### src/rtl/mem_port_arbiter.sv
// mem_port_arbiter: shares one single-port synchronous memory between the
// instruction-fetch port and the data port. Fixed data priority with a
// starvation override for fetch; each access runs IDLE -> ISSUE -> WAIT -> DONE.
module mem_port_arbiter #(
    parameter int unsigned AW         = 32,
    parameter int unsigned DW         = 32,
    parameter int unsigned LAT        = 1,
    parameter int unsigned STARVE_MAX = 4
) (
    input  logic          clk,
    input  logic          reset,
    // fetch port
    input  logic          if_req,
    input  logic [AW-1:0] if_addr,
    output logic          if_ack,
    output logic [DW-1:0] if_rdata,
    output logic          if_stall,
    // data port
    input  logic          d_req,
    input  logic          d_we,
    input  logic [AW-1:0] d_addr,
    input  logic [DW-1:0] d_wdata,
    output logic          d_ack,
    output logic [DW-1:0] d_rdata,
    output logic          d_stall,
    // memory side
    output logic          mem_en,
    output logic          mem_we,
    output logic [AW-1:0] mem_addr,
    output logic [DW-1:0] mem_wdata,
    input  logic [DW-1:0] mem_rdata
);

    localparam int unsigned CW = 3;

    typedef enum logic [1:0] {
        IDLE  = 2'd0,
        ISSUE = 2'd1,
        WAIT  = 2'd2,
        DONE  = 2'd3
    } state_t;

    state_t        state_q;
    logic          gnt_q;       // 1 = data port owns the access, 0 = fetch
    logic          we_q;        // store in flight (no read capture)
    logic [CW-1:0] starve_q;
    logic [CW-1:0] wait_q;
    logic          if_ack_q;
    logic          d_ack_q;
    logic [DW-1:0] if_rdata_q;
    logic [DW-1:0] d_rdata_q;
    logic          mem_en_q;
    logic          mem_we_q;
    logic [AW-1:0] mem_addr_q;
    logic [DW-1:0] mem_wdata_q;

    logic          starved_c;
    logic          grant_data_c;

    // Data wins a contested grant unless fetch has lost STARVE_MAX times in a row
    assign starved_c    = (starve_q == CW'(STARVE_MAX));
    assign grant_data_c = d_req & ~(if_req & starved_c);

    // Access sequencer with registered memory strobes, acks and read data
    always_ff @(posedge clk or posedge reset) begin
        if (reset) begin
            state_q     <= IDLE;
            gnt_q       <= 1'b0;
            we_q        <= 1'b0;
            starve_q    <= '0;
            wait_q      <= '0;
            if_ack_q    <= 1'b0;
            d_ack_q     <= 1'b0;
            if_rdata_q  <= '0;
            d_rdata_q   <= '0;
            mem_en_q    <= 1'b0;
            mem_we_q    <= 1'b0;
            mem_addr_q  <= '0;
            mem_wdata_q <= '0;
        end else begin
            if_ack_q <= 1'b0;
            d_ack_q  <= 1'b0;
            case (state_q)
                IDLE: begin
                    if (if_req || d_req) begin
                        gnt_q       <= grant_data_c;
                        we_q        <= grant_data_c & d_we;
                        mem_en_q    <= 1'b1;
                        mem_we_q    <= grant_data_c & d_we;
                        mem_addr_q  <= grant_data_c ? d_addr : if_addr;
                        mem_wdata_q <= d_wdata;
                        if (!grant_data_c) begin
                            starve_q <= '0;
                        end else if (if_req && !starved_c) begin
                            starve_q <= starve_q + CW'(1);
                        end
                        state_q <= ISSUE;
                    end
                end
                ISSUE: begin
                    mem_en_q <= 1'b0;
                    mem_we_q <= 1'b0;
                    wait_q   <= '0;
                    state_q  <= WAIT;
                end
                WAIT: begin
                    if (wait_q == CW'(LAT - 1)) begin
                        if (!we_q) begin
                            if (gnt_q) d_rdata_q  <= mem_rdata;
                            else       if_rdata_q <= mem_rdata;
                        end
                        if (gnt_q) d_ack_q  <= 1'b1;
                        else       if_ack_q <= 1'b1;
                        state_q <= DONE;
                    end else begin
                        wait_q <= wait_q + CW'(1);
                    end
                end
                DONE: begin
                    state_q <= IDLE;
                end
                default: begin
                    state_q <= IDLE;
                end
            endcase
        end
    end

    assign if_ack    = if_ack_q;
    assign d_ack     = d_ack_q;
    assign if_rdata  = if_rdata_q;
    assign d_rdata   = d_rdata_q;
    assign mem_en    = mem_en_q;
    assign mem_we    = mem_we_q;
    assign mem_addr  = mem_addr_q;
    assign mem_wdata = mem_wdata_q;

    // Stalls track the live requests so the core freezes in the request cycle
    assign if_stall = if_req & ~if_ack_q;
    assign d_stall  = d_req & ~d_ack_q;

endmodule

### config.mk
export PLATFORM = sky130hd
export DESIGN_NAME = mem_port_arbiter
export DESIGN_NICKNAME = d
export VERILOG_FILES = /design/src/rtl/mem_port_arbiter.sv
export SDC_FILE = /design/constraint.sdc
export NUM_CORES = 1
export LEC_CHECK = 0
export CAP_MARGIN = 20
export CORE_UTILIZATION = 42
export DETAILED_ROUTE_END_ITERATION = 6
export PLACE_DENSITY = 0.88
export RECOVER_POWER = 100
export SETUP_SLACK_MARGIN = 0.5
export SKIP_CTS_REPAIR_TIMING = 1
export SLEW_MARGIN = 20
export SYNTH_ARGS = -nofsm -noshare
export SYNTH_HDL_FRONTEND = slang
export SYNTH_SLANG_ARGS = --single-unit
### constraint.sdc
create_clock -name clk -period 6.7 [get_ports clk]
set_clock_uncertainty 0.15 [all_clocks]
set_input_delay 1.34 -clock clk [delete_from_list [all_inputs] [get_ports clk]]
set_output_delay 1.34 -clock clk [all_outputs]
set_load 0.01 [all_outputs]
==> impl_metrics.env <==
export IMPL_outcome="finished with violations"
export IMPL_violations="capacitance limit, slew limit"
export IMPL_setup_tns_final_ns=0
export IMPL_holdWs_ns=0.315
export IMPL_finalWeightedCongestion=0.748
export IMPL_place_port_buffers=266
export IMPL_synth_edff_count=0
export IMPL_grt_pass1_vias=5001
export IMPL_synth_net_count=670
export IMPL_vias=4958
export IMPL_worst_slew_pin_slew_ns=3.61
export IMPL_drc_errors=0
export IMPL_routedWlPerCell_um=16.1
export IMPL_hold_violations=0
export IMPL_firstDrtPassIters=5
export IMPL_post_route_period_util_pct=69.1
export IMPL_relSlewSlack_pct=-142
export IMPL_syn_area_mm2=0.00596
export IMPL_synth_top_cell_area_share_pct=59.7
export IMPL_dieWidth_um=121
export IMPL_period_minus_slack_ns=4.63
export IMPL_ant_nets=0
export IMPL_postLayoutCoreUtil_pct=66.9
export IMPL_async_reset_ff_share_pct=100
export IMPL_grtUsageTotal_pct=22.1
export IMPL_drt_iter0_drc=252
export IMPL_crit_chain="dlygate4sd3_1 -> nand3_1 -> and2_0 -> clkbuf_1 -> o211ai_1"
export IMPL_synth_most_common_cell="nand2_1"
export IMPL_fp_dieH_um=121
export IMPL_path_max_fanout=36
export IMPL_critPathRequiredTime_ns=6.80
export IMPL_end_kind="flip-flop"
export IMPL_clock_root_buffer="clkbuf_16"
export IMPL_path_class="primary input to flip-flop"
export IMPL_rows=43
export IMPL_insertion_delay_ns=0.41
export IMPL_drive_above_1_share_pct=12.9
export IMPL_rsz0062_at_grt="false"
export IMPL_num_antenna_cells=0
export IMPL_num_io_pins=267
export IMPL_core_area_mm2=0.0139
export IMPL_finalSetupViolations=0
export IMPL_synth_warnings=0
export IMPL_grt_overflow=0
export IMPL_cts_sinks=142
export IMPL_clkSlewWorstSetupHoldPaths_ns=0.06
export IMPL_clockBufferDepth=2
export IMPL_antenna_found_initial=0
export IMPL_ys_seq_area_share_pct=59.7
export IMPL_cts_buffers=17
export IMPL_power_density_mw_per_mm2=470
export IMPL_synth_area_leaders="dfrtp_1 (60%), mux2_2 (12%), nand2_1 (10%), o211ai_1 (4.0%), nand4_1 (3.6%)"
export IMPL_synth_common_cells="nand2_1 (163), dfrtp_1 (142), mux2_2 (62)"
export IMPL_ys_ff_latch=142
export IMPL_cts_tree="built"
export IMPL_cpMaxStageDelayCell="nand3_1"
export IMPL_final_nets=926
export IMPL_cp_slowest_stage_delay_ns=1.00
export IMPL_initial_core_util_pct=42.9
export IMPL_grt_pass1_wl_um=25000
export IMPL_synth_distinct_cells=31
export IMPL_postSynthAreaPerCell_um2=11.3
export IMPL_wl_um=15800
export IMPL_die_area_mm2=0.0147
export IMPL_yosys_area_top_type="dfrtp_1"
export IMPL_synth_ff_type="dfrtp_1"
export IMPL_grt_max_degree=85
export IMPL_max_freq_mhz=216
export IMPL_ir_drop_mv=0.201
export IMPL_maxCapViolCount=4
export IMPL_area_delta_synth_final_pct=55.9
export IMPL_leakagePower_nw=4.07
export IMPL_netlist_instances=529
export IMPL_hp_class="flip-flop to flip-flop"
export IMPL_vias_per_cell=5.07
export IMPL_h_tree_depth=4
export IMPL_worstPathArrival_ns=4.73
export IMPL_drv_slew=190
export IMPL_crit_path_start_kind="primary input"
export IMPL_hpwl_um=10800
## worst paths after layout
path,start,to,slack [ns],cells past startpoint
max,if_req,mem_addr[10]$_DFFE_PP0P_,2.07,5
min,mem_wdata[27]$_DFFE_PP0P_,mem_wdata[27]$_DFFE_PP0P_,0.32,2
max reg2reg,starve_q[0]$_DFFE_PP0P_,mem_addr[10]$_DFFE_PP0P_,3.08,6
min reg2reg,mem_wdata[27]$_DFFE_PP0P_,mem_wdata[27]$_DFFE_PP0P_,0.32,2
max in group asynchronous,reset,d_rdata[28]$_DFFE_PP0P_,2.19,3
min in group asynchronous,reset,mem_wdata[25]$_DFFE_PP0P_,2.30,2
## flip-flops by register name, summed over array words and instances (netlist names), 2 cells and up
| signal | cells |
|---|---|
| d_rdata | 32 |
| if_rdata | 32 |
| mem_addr | 32 |
| mem_wdata | 32 |
| starve_q | 3 |
| state_q | 2 |
| wait_q | 3 |
## worst max-delay path, delay by kind of cell
kind,cells,cell delay (ns)
and+or+nand+nor,2,1.70
buffers and inverters,2,1.44
AOI/OAI and AO/OA,1,0.21
## layer usage
metal | GRT usage, % | routed length [µm]
met5 | 0 | 0
met3 | 7.05 | 1270
met1 | 26.2 | 6260
met4 | 9.57 | 369
met2 | 36.8 | 7870
## final cells by class
cell class,instances,area [µm²]
sequential,142,3550
clock inverter,14,159
tap,180,225
multi-input combinational,340,2160
clock buffer,18,439
timing repair buffer,274,2710
inverter,10,38.8
fill,1054,4600
## through the flow
| stage | setup slack, ns | cells | area [µm²] | power, mW |
|---|---|---|---|---|
| after detailed placement | 2.28 | 946 | 8720 | 3.62 |
| after CTS | 2.28 | 978 | 9320 | 4.58 |
| after floorplan | 1.40 | 529 | 5960 | 2.52 |
| final | 2.07 | 978 | 9290 | 4.37 |
| after global placement | 2.29 | 946 | 8720 | 3.54 |
| after global routing | 1.52 | 978 | 9290 | 4.65 |
## report_power, final
part | internal [mW] | total [mW] | switching, mW
Sequential | 1.28 | 1.50 | 0.220
Clock | 0.566 | 0.943 | 0.377
Combinational | 0.998 | 1.92 | 0.921
Total | 2.85 | 4.37 | 1.52
## kinds of logic after synthesis
group	after synthesis	share of synthesized area (%)
adder cells (fa/ha/maj)	8	1.68
multiplexers	66	12.5
flip-flops	142	59.7
AO/OA/AOI/OAI	49	5.90
buffers and inverters	47	3.95
AND/OR/NAND/NOR	217	16.3
## layout by cell type, fill, tap and decap left out, types with 5 or more instances in the layout
master	netlist	layout
nand2_1	163	163
dfrtp_1	142	142
dlygate4sd3_1	0	137
clkdlybuf4s50_1	0	129
mux2_2	62	62
nand4_1	34	34
o211ai_1	32	32
clkbuf_16	0	17
inv_1	10	9
ha_1	8	8
o21ai_0	7	7
nor2_1	5	5
clkinv_4	0	5
(Power assumes the default switching activity.)
